### src/rtl/key_load_ctrl.sv
// key_load_ctrl: key-delivery controller for logic-locked FSMs.
// Fetches KEY_W key bits MSB-first from the secure key store over a four-phase
// req/ack handshake, shifts them into the key register, and holds the locked
// FSM in reset until the whole key is present.
//
// Ports:
//   clk, rst   - clock (posedge), asynchronous active-low reset
//   start      - level, begin a load (honoured in IDLE and ERR only)
//   relock     - level, wipe key and return to IDLE (beats start and ack)
//   nvm_req    - registered request to the key store
//   nvm_ack    - key store acknowledge, nvm_bit valid while high
//   nvm_bit    - serial key bit
//   key_out    - key to the locked FSM's keyinput pins
//   key_valid  - key fully loaded, FSM released
//   fsm_rst    - active-high reset to the locked FSM
//   busy       - handshake in progress
//   err        - sticky error (handshake timeout or parity)
//
// Optional: define KEY_LOAD_PARITY_EN to fetch one extra even-parity bit after
// the key bits; a mismatch lands in ERR instead of RUN.
module key_load_ctrl #(
  parameter int KEY_W   = 8,
  parameter int TMO_CYC = 255,
  parameter int TMO_W   = 8
) (
  input  logic             clk,
  input  logic             rst,
  input  logic             start,
  input  logic             relock,
  output logic             nvm_req,
  input  logic             nvm_ack,
  input  logic             nvm_bit,
  output logic [KEY_W-1:0] key_out,
  output logic             key_valid,
  output logic             fsm_rst,
  output logic             busy,
  output logic             err
);

`ifdef KEY_LOAD_PARITY_EN
  localparam int NBITS = KEY_W + 1;
`else
  localparam int NBITS = KEY_W;
`endif
  localparam int CNT_W = $clog2(NBITS + 1);

  typedef enum logic [2:0] {S_IDLE, S_REQ, S_ACKLO, S_RUN, S_ERR} state_e;

  state_e             state_q, state_d;
  logic [KEY_W-1:0]   key_q, key_d;
  logic [CNT_W-1:0]   bit_cnt_q, bit_cnt_d;
  logic [TMO_W-1:0]   tmo_q, tmo_d, tmo_inc;
  logic               req_q, req_d;
  logic               valid_q, valid_d;
  logic               frst_q, frst_d;
  logic               busy_q, busy_d;
  logic               err_q, err_d;
  logic               tmo_hit;
  logic               load_ok;

  assign tmo_inc = tmo_q + 1'b1;
  assign tmo_hit = (tmo_inc == TMO_W'(TMO_CYC));

`ifdef KEY_LOAD_PARITY_EN
  logic par_q, par_d;
  // even parity over key bits plus the trailing parity bit
  assign load_ok = ~((^key_q) ^ par_q);
`else
  assign load_ok = 1'b1;
`endif

  always_comb begin
    state_d   = state_q;
    key_d     = key_q;
    bit_cnt_d = bit_cnt_q;
    tmo_d     = tmo_q;
    req_d     = req_q;
    valid_d   = valid_q;
    frst_d    = frst_q;
    busy_d    = busy_q;
    err_d     = err_q;
`ifdef KEY_LOAD_PARITY_EN
    par_d     = par_q;
`endif
    if (relock) begin
      state_d   = S_IDLE;
      key_d     = '0;
      bit_cnt_d = '0;
      tmo_d     = '0;
      req_d     = 1'b0;
      valid_d   = 1'b0;
      frst_d    = 1'b1;
      busy_d    = 1'b0;
      err_d     = 1'b0;
    end else begin
      unique case (state_q)
        S_IDLE, S_ERR: begin
          if (start) begin
            state_d   = S_REQ;
            key_d     = '0;
            bit_cnt_d = '0;
            tmo_d     = '0;
            req_d     = 1'b1;
            busy_d    = 1'b1;
            err_d     = 1'b0;
          end
        end
        S_REQ: begin
          if (nvm_ack) begin
`ifdef KEY_LOAD_PARITY_EN
            // last fetched bit is parity and stays out of the key register
            if (bit_cnt_q == CNT_W'(KEY_W)) par_d = nvm_bit;
            else key_d = {key_q[KEY_W-2:0], nvm_bit};
`else
            key_d = {key_q[KEY_W-2:0], nvm_bit};
`endif
            bit_cnt_d = bit_cnt_q + 1'b1;
            tmo_d     = '0;
            req_d     = 1'b0;
            state_d   = S_ACKLO;
          end else begin
            tmo_d = tmo_inc;
            if (tmo_hit) begin
              state_d = S_ERR;
              err_d   = 1'b1;
              key_d   = '0;
              req_d   = 1'b0;
              busy_d  = 1'b0;
            end
          end
        end
        S_ACKLO: begin
          if (!nvm_ack) begin
            tmo_d = '0;
            if (bit_cnt_q == CNT_W'(NBITS)) begin
              busy_d = 1'b0;
              if (load_ok) begin
                state_d = S_RUN;
                valid_d = 1'b1;
                frst_d  = 1'b0;
              end else begin
                state_d = S_ERR;
                err_d   = 1'b1;
                key_d   = '0;
              end
            end else begin
              state_d = S_REQ;
              req_d   = 1'b1;
            end
          end else begin
            tmo_d = tmo_inc;
            if (tmo_hit) begin
              state_d = S_ERR;
              err_d   = 1'b1;
              key_d   = '0;
              busy_d  = 1'b0;
            end
          end
        end
        S_RUN: ; // key held, start ignored; only relock leaves
        default: state_d = S_IDLE;
      endcase
    end
  end

  always_ff @(posedge clk or negedge rst) begin
    if (!rst) begin
      state_q   <= S_IDLE;
      key_q     <= '0;
      bit_cnt_q <= '0;
      tmo_q     <= '0;
      req_q     <= 1'b0;
      valid_q   <= 1'b0;
      frst_q    <= 1'b1;
      busy_q    <= 1'b0;
      err_q     <= 1'b0;
`ifdef KEY_LOAD_PARITY_EN
      par_q     <= 1'b0;
`endif
    end else begin
      state_q   <= state_d;
      key_q     <= key_d;
      bit_cnt_q <= bit_cnt_d;
      tmo_q     <= tmo_d;
      req_q     <= req_d;
      valid_q   <= valid_d;
      frst_q    <= frst_d;
      busy_q    <= busy_d;
      err_q     <= err_d;
`ifdef KEY_LOAD_PARITY_EN
      par_q     <= par_d;
`endif
    end
  end

  assign nvm_req   = req_q;
  assign key_out   = key_q;
  assign key_valid = valid_q;
  assign fsm_rst   = frst_q;
  assign busy      = busy_q;
  assign err       = err_q;

endmodule
### config.mk
export PLATFORM = sky130hd
export DESIGN_NAME = key_load_ctrl
export DESIGN_NICKNAME = d
export VERILOG_FILES = /design/src/rtl/key_load_ctrl.sv
export SDC_FILE = /design/constraint.sdc
export NUM_CORES = 1
export LEC_CHECK = 0
export CORE_ASPECT_RATIO = 0.9
export CORE_MARGIN = 2
export CORE_UTILIZATION = 36
export CTS_CLUSTER_SIZE = 28
export DETAILED_ROUTE_END_ITERATION = 6
export PLACE_DENSITY = 0.64
export SYNTH_ARGS = -nofsm -noshare
export SYNTH_HDL_FRONTEND = slang
export SYNTH_SLANG_ARGS = --single-unit
### constraint.sdc
create_clock -name clk -period 5.1 [get_ports clk]
set_clock_uncertainty 0.1 [all_clocks]
set_input_delay 0.51 -clock clk [delete_from_list [all_inputs] [get_ports clk]]
set_output_delay 0.51 -clock clk [all_outputs]
set_load 0.05 [all_outputs]
==> flow_metrics.env <==
export IMPL_remaining_drc_errors=0
export IMPL_dieArea_sq_um=5520
export IMPL_critPathRequiredTime_ns=5.13
export IMPL_maxSlewViolCount=0
export IMPL_ys_ff_latch=28
export IMPL_setup_ws_ns=2.70
export IMPL_netlist_area_sq_um=1780
export IMPL_tightestPinTransition_ns=0.983
export IMPL_layout_drive_gt1_share_pct=9.36
export IMPL_p_sw_share_pct=31.1
export IMPL_yosys_area_share_simple_pct=23.3
export IMPL_antenna_found_initial=0
export IMPL_areaGrowthSynthToFinish_pct=13.6
export IMPL_cap_violations=0
export IMPL_hold_class="register to register"
export IMPL_clk_latency_ns=0.29
export IMPL_via_per_inst=5.34
export IMPL_synth_nets=201
export IMPL_rsz0062_at_grt="false"
export IMPL_yosysWarningCount=0
export IMPL_synth_mux_area_share_pct=0
export IMPL_fin_crit_ns=2.40
export IMPL_yosysSeqAreaShare_pct=39.5
export IMPL_tns_ns=0
export IMPL_netlist_instances=191
export IMPL_path_class="register to register"
export IMPL_p_per_area_nw_per_um2=228
export IMPL_portBuffers=18
export IMPL_fin_nets=214
export IMPL_synth_edf_count=0
export IMPL_multi_input_area_sq_um=972
export IMPL_start_kind="register"
export IMPL_grt_overflow_total=0
export IMPL_drt_wl_total_mm=3.83
export IMPL_root_buffer="clkbuf_8"
export IMPL_hpwl_mm=2.60
export IMPL_synth_main_ff_cell="dfrtp_1"
export IMPL_critPathCaptureType="register"
export IMPL_dieHeight_um=70.7
export IMPL_rows=24
export IMPL_relSlewSlack_pct=34.2
export IMPL_synth_top_family_by_area="compound AO/OA/AOI/OAI gates"
export IMPL_cts_sinks=28
export IMPL_core_sq_um=4800
export IMPL_grt_pass1_vias=1363
export IMPL_p_total_uw=461
export IMPL_ios=19
export IMPL_cts_hold_buf=0
export IMPL_ant_nets=0
export IMPL_synth_compound_area_share_pct=25.1
export IMPL_cts_setup_buffers=0
export IMPL_cts_buffers=3
export IMPL_first_pass_iters=5
export IMPL_finalHoldViolCount=0
export IMPL_cts_tree="done"
export IMPL_initial_core_util_pct=37.0
export IMPL_drt_initial_drc_count=86
export IMPL_post_dp_cell_area_sq_um=1980
export IMPL_design_area_sq_um=2020
export IMPL_synthXorXnorAreaFrac_pct=3.45
export IMPL_seq_area_sq_um=702
export IMPL_status="finished clean"
export IMPL_die_w_um=78.1
export IMPL_clk_pin_slew_worst_paths_ns=0.10
export IMPL_pwr_share_seq_pct=52.1
export IMPL_finalCritPeriodShare_pct=47.2
export IMPL_post_drt_wl_per_cell_um=14.3
export IMPL_gp_congestion=0.776
export IMPL_htreeDepth=1
export IMPL_cts_resized=0
export IMPL_p_int_uw=318
export IMPL_finalSetupViolCount=0
export IMPL_p_clk_share_pct=28.0
export IMPL_p_leak_nw=0.775
export IMPL_preCtsSetupSlack_ns=2.46
export IMPL_p_sw_uw=143
export IMPL_grt_pass1_wl_mm=6.63
export IMPL_worstPathMaxFanout=12
export IMPL_via_count=1430
export IMPL_diodes=0
export IMPL_cts_buffer_depth=2
export IMPL_grt_max_degree=29
export IMPL_num_fill_cells=494
export IMPL_synth_distinct_cells=52
export IMPL_avgSynthCellArea_sq_um=9.32
export IMPL_final_util_pct=42.1
export IMPL_synthAdderAreaFrac_pct=2.81
export IMPL_arrival_ns=2.43
export IMPL_peakVddDrop_mv=0.117
export IMPL_ys_async_sr_fraction_pct=100
export IMPL_comb_power_share_pct=19.9
export IMPL_grt_total_usage_pct=15.1
export IMPL_max_freq_mhz=416
-- final timing paths --
kind,startpoint,end,slack [ns],cells after the start
max,tmo_q[0],busy,2.70,6
min,fsm_rst,fsm_rst,0.37,2
max reg2reg,tmo_q[0],busy,2.70,6
min reg2reg,fsm_rst,fsm_rst,0.37,2
max in group asynchronous,rst,fsm_rst,4.09,2
min in group asynchronous,rst,busy,0.49,2
-- cell usage after synthesis (4+ instances only) --
cell type	count	area share, %
nand2_1	30	6.3
dfrtp_1	27	38
nor2_1	13	2.7
a21oi_1	11	3.1
o21ai_0	10	2.8
nand3_1	8	2.3
a32oi_1	7	3.4
inv_1	7	1.5
buf_2	6	1.7
o21ai_1	6	1.7
ha_1	4	2.8
xor2_1	4	2.0
-- cells in the final DEF, fill, tap and decap left out, types with 2 or more instances in the layout --
master	n
nor2b_1	2
o21bai_1	2
nor3b_1	2
xnor2_1	3
nand2_1	30
a21oi_1	11
and3b_1	2
a32oi_1	7
inv_1	7
a32o_1	3
xor2_1	4
o221ai_1	2
o21ai_2	2
nor2_1	13
nand3_1	8
o211ai_1	2
o21a_1	2
nor3b_4	2
a31oi_1	2
clkdlybuf4s50_1	18
o21ai_0	10
ha_1	4
o21ai_1	6
dfrtp_1	27
o31ai_1	2
a22o_1	2
clkbuf_8	3
-- critical path, stage by stage, from the launching register on --
cell and delay (ns):
dfrtp_1 0.43, ha_1 0.25, nand3_1 0.11, xnor2_1 0.23, o211ai_2 0.15, nor2_1 0.77, o221ai_1 0.21
-- per-stage QoR --
stage | cells | hold WS [ns]
after floorplan | 191 | 0.114
after global placement | 264 | 0.359
after detailed placement | 264 | 0.348
after CTS | 268 | 0.370
after global routing | 268 | 0.391
final | 268 | 0.371
-- power by group through the flow --
| stage | registers (mW) | clock network, mW | logic, mW |
|---|---|---|---|
| 2_1_floorplan | 0.252 | 0 | 0.0619 |
| 3_3_place_gp | 0.245 | 0 | 0.0921 |
| 3_5_place_dp | 0.245 | 0 | 0.0921 |
| 4_1_cts | 0.240 | 0.134 | 0.0926 |
| 5_1_grt | 0.243 | 0.139 | 0.102 |
| 6_report | 0.241 | 0.129 | 0.0918 |
-- flip-flops by register name, summed over array words and instances, names as in the netlist --
register,flops
bit_cnt_q,4
busy,1
err,1
fsm_rst,1
key_out,8
key_valid,1
nvm_req,1
state_q,3
tmo_q,8
-- kinds of logic (layout without fill, tap and decap cells) --
family	Yosys count	after routing
DFF	28	28
and+or+nand+nor	71	71
AOI/OAI and AO/OA	61	61
buffers and inverters	20	32
adders and majority gates	4	4
xor gates and xnor gates	7	7
-- per-layer routing --
layer | up-vias | track usage (%) | routed length, um
met5 | - | 0 | 0
met4 | 0 | 7.60 | 95
met3 | 6 | 2.04 | 128
met2 | 34 | 21.7 | 1720
met1 | 671 | 22.3 | 1890
li1 | 719 | - | -
-- final cells by class --
| class | count | share of cell area (%) |
|---|---|---|
| timing repair buffer | 19 | 9.28 |
| tap | 65 | 4.02 |
| multi-input combinational | 143 | 48.1 |
| inverter | 9 | 1.67 |
| clock buffer | 4 | 2.23 |
| sequential | 28 | 34.7 |
(Power assumes the default switching activity.)
==> edit (same settings) <==
Re-encode `state_e` (5 states) as Gray code, 3 bits wide.
--- a/src/rtl/key_load_ctrl.sv
+++ b/src/rtl/key_load_ctrl.sv
@@ -44,7 +44,7 @@
 `endif
   localparam int CNT_W = $clog2(NBITS + 1);
 
-  typedef enum logic [2:0] {S_IDLE, S_REQ, S_ACKLO, S_RUN, S_ERR} state_e;
+  typedef enum logic [2:0] {S_IDLE = 3'b000, S_REQ = 3'b001, S_ACKLO = 3'b011, S_RUN = 3'b010, S_ERR = 3'b110} state_e;
 
   state_e             state_q, state_d;
   logic [KEY_W-1:0]   key_q, key_d;
Function: same outputs for any inputs over 10 cycles, from zero or initial values and one cycle with rst low; not proved beyond that.
==> edit against the unedited design <==
Sequential cell count is the same. Synthesized area down 9.6%. Via count is 12% lower. Final cell count down 9.7%. Wire length down 15%. Clock power rose by 8%. Worst setup slack worse by 140 ps. Total power is 4.9% higher. Die area fell by 9.1%. Design area shrank 6.6%. Global-route usage fell by 0.97 points. Critical path type is now primary input to flip-flop. Largest power group unchanged. Highest routed layer unchanged.
==> edit: results (changes against the unedited design) <==
Overall routing resource usage: 14.1% (was 15.1%)
Peak VDD IR: 0.000192 V (was 0.000117 V)
Worst r2r dst: bit_cnt_q[0]$_DFFE_PN0P_ (was busy$_DFFE_PN0P_)
Met3 WL: 99 µm (was 128 µm)
Wire length on met1: 1670 µm (was 1890 µm)
R2R Setup Slk: 2820 ps (was 2700 ps)
Status: finished clean (unchanged)
Vias in the first global route: 1111 (was 1363)
Hold Path End: err$_DFFE_PN0P_ (was fsm_rst$_DFFE_PN1P_)
First-pass GRT wire length: 5440 µm (was 6630 µm)
Number of nets in the layout: 191 (was 214)
Adder-cell share of the synthesized area: 3.11% (was 2.81%)
Area after DPL: 1830 µm² (was 1980 µm²)
Hold Crit Start: err$_DFFE_PN0P_ (was fsm_rst$_DFFE_PN1P_)
RR Startpoint: state_q[1]$_DFFE_PN0P_ (was tmo_q[0]$_DFFE_PN0P_)
Post-Syn Nets: 174 (was 201)
Delay of the slowest critical-path stage: 680 ps (was 770 ps)
Grt met2 use: 20.2% (was 21.7%)
Met3 Use GR: 3.88% (was 2.04%)
Register area share after synthesis: 43.6% (was 39.5%)
Vias/cell: 5.21 (was 5.34)
Fraction of layout cells with a size suffix above 1: 11.7% (was 9.36%)
Slew HR: 48.8% (was 34.2%)
Critical path peak fanout: 13 (was 12)
HPWL Detailed: 2350 µm (was 2600 µm)
WL met2: 1440 µm (was 1720 µm)
Compound-Gate Fraction of Synth Area: 23.9% (was 25.1%)
Routability cong.: 0.826 (was 0.776)
CP arrival: 2610 ps (was 2430 ps)
Reg2reg path depth: 4 (was 6)
Net Sw Frac: 30.4% (was 31.1%)
Met1 Use GR: 21.3% (was 22.3%)
-- edit: cell types whose count changed in the layout (fill, tap and decap cells not counted), moves of 3 or more --
cell / before / now
a32oi_1: 7 / 0
nand3b_1: 0 / 3
a22oi_1: 0 / 9
o21ai_1: 6 / 18
nand3_1: 8 / 13
nand2_1: 30 / 10
o21ai_0: 10 / 1
nor2_1: 13 / 10
nor3_2: 0 / 3
a21oi_1: 11 / 3
-- edit: stage by stage --
stage	hold WS [ps]	util (%)	setup WS [ps]	cells
5_1_grt	435	43.2	2410	242
3_5_place_dp	379	41.9	2290	238
4_1_cts	402	43.2	2590	242
2_1_floorplan	114	-	3330	164
6_report	393	43.2	2550	242
3_3_place_gp	373	41.9	2360	238
-- edit: area by class of cell --
cell class                 instances  area, µm²
fill                             455       2480
multi-input combinational        123        845
sequential                        28        702
timing repair buffer              19        188
tap                               62       77.6
clock buffer                       4       55.1
inverter                           6       22.5
-- edit: worst max-delay path by stage --
stage	slack, ps	cells after the start	to	start
CTS	2590	5	bit_cnt_q[0]$_DFFE_PN0P_	nvm_ack
floorplan	3330	5	tmo_q[6]$_DFFE_PN0P_	relock
global route	2410	5	bit_cnt_q[0]$_DFFE_PN0P_	nvm_ack
detailed placement	2290	5	bit_cnt_q[0]$_DFFE_PN0P_	nvm_ack
finish	2550	5	bit_cnt_q[0]$_DFFE_PN0P_	nvm_ack
global placement	2360	4	bit_cnt_q[0]$_DFFE_PN0P_	relock
-- edit: power groups by stage --
stage,logic (W),registers (W),clock network [W]
floorplan,0.0000642,0.000257,0
global route,0.000112,0.000245,0.000154
detailed placement,0.000102,0.000247,0
global placement,0.000102,0.000247,0
CTS,0.000102,0.000243,0.000148
finish,0.000102,0.000243,0.000139
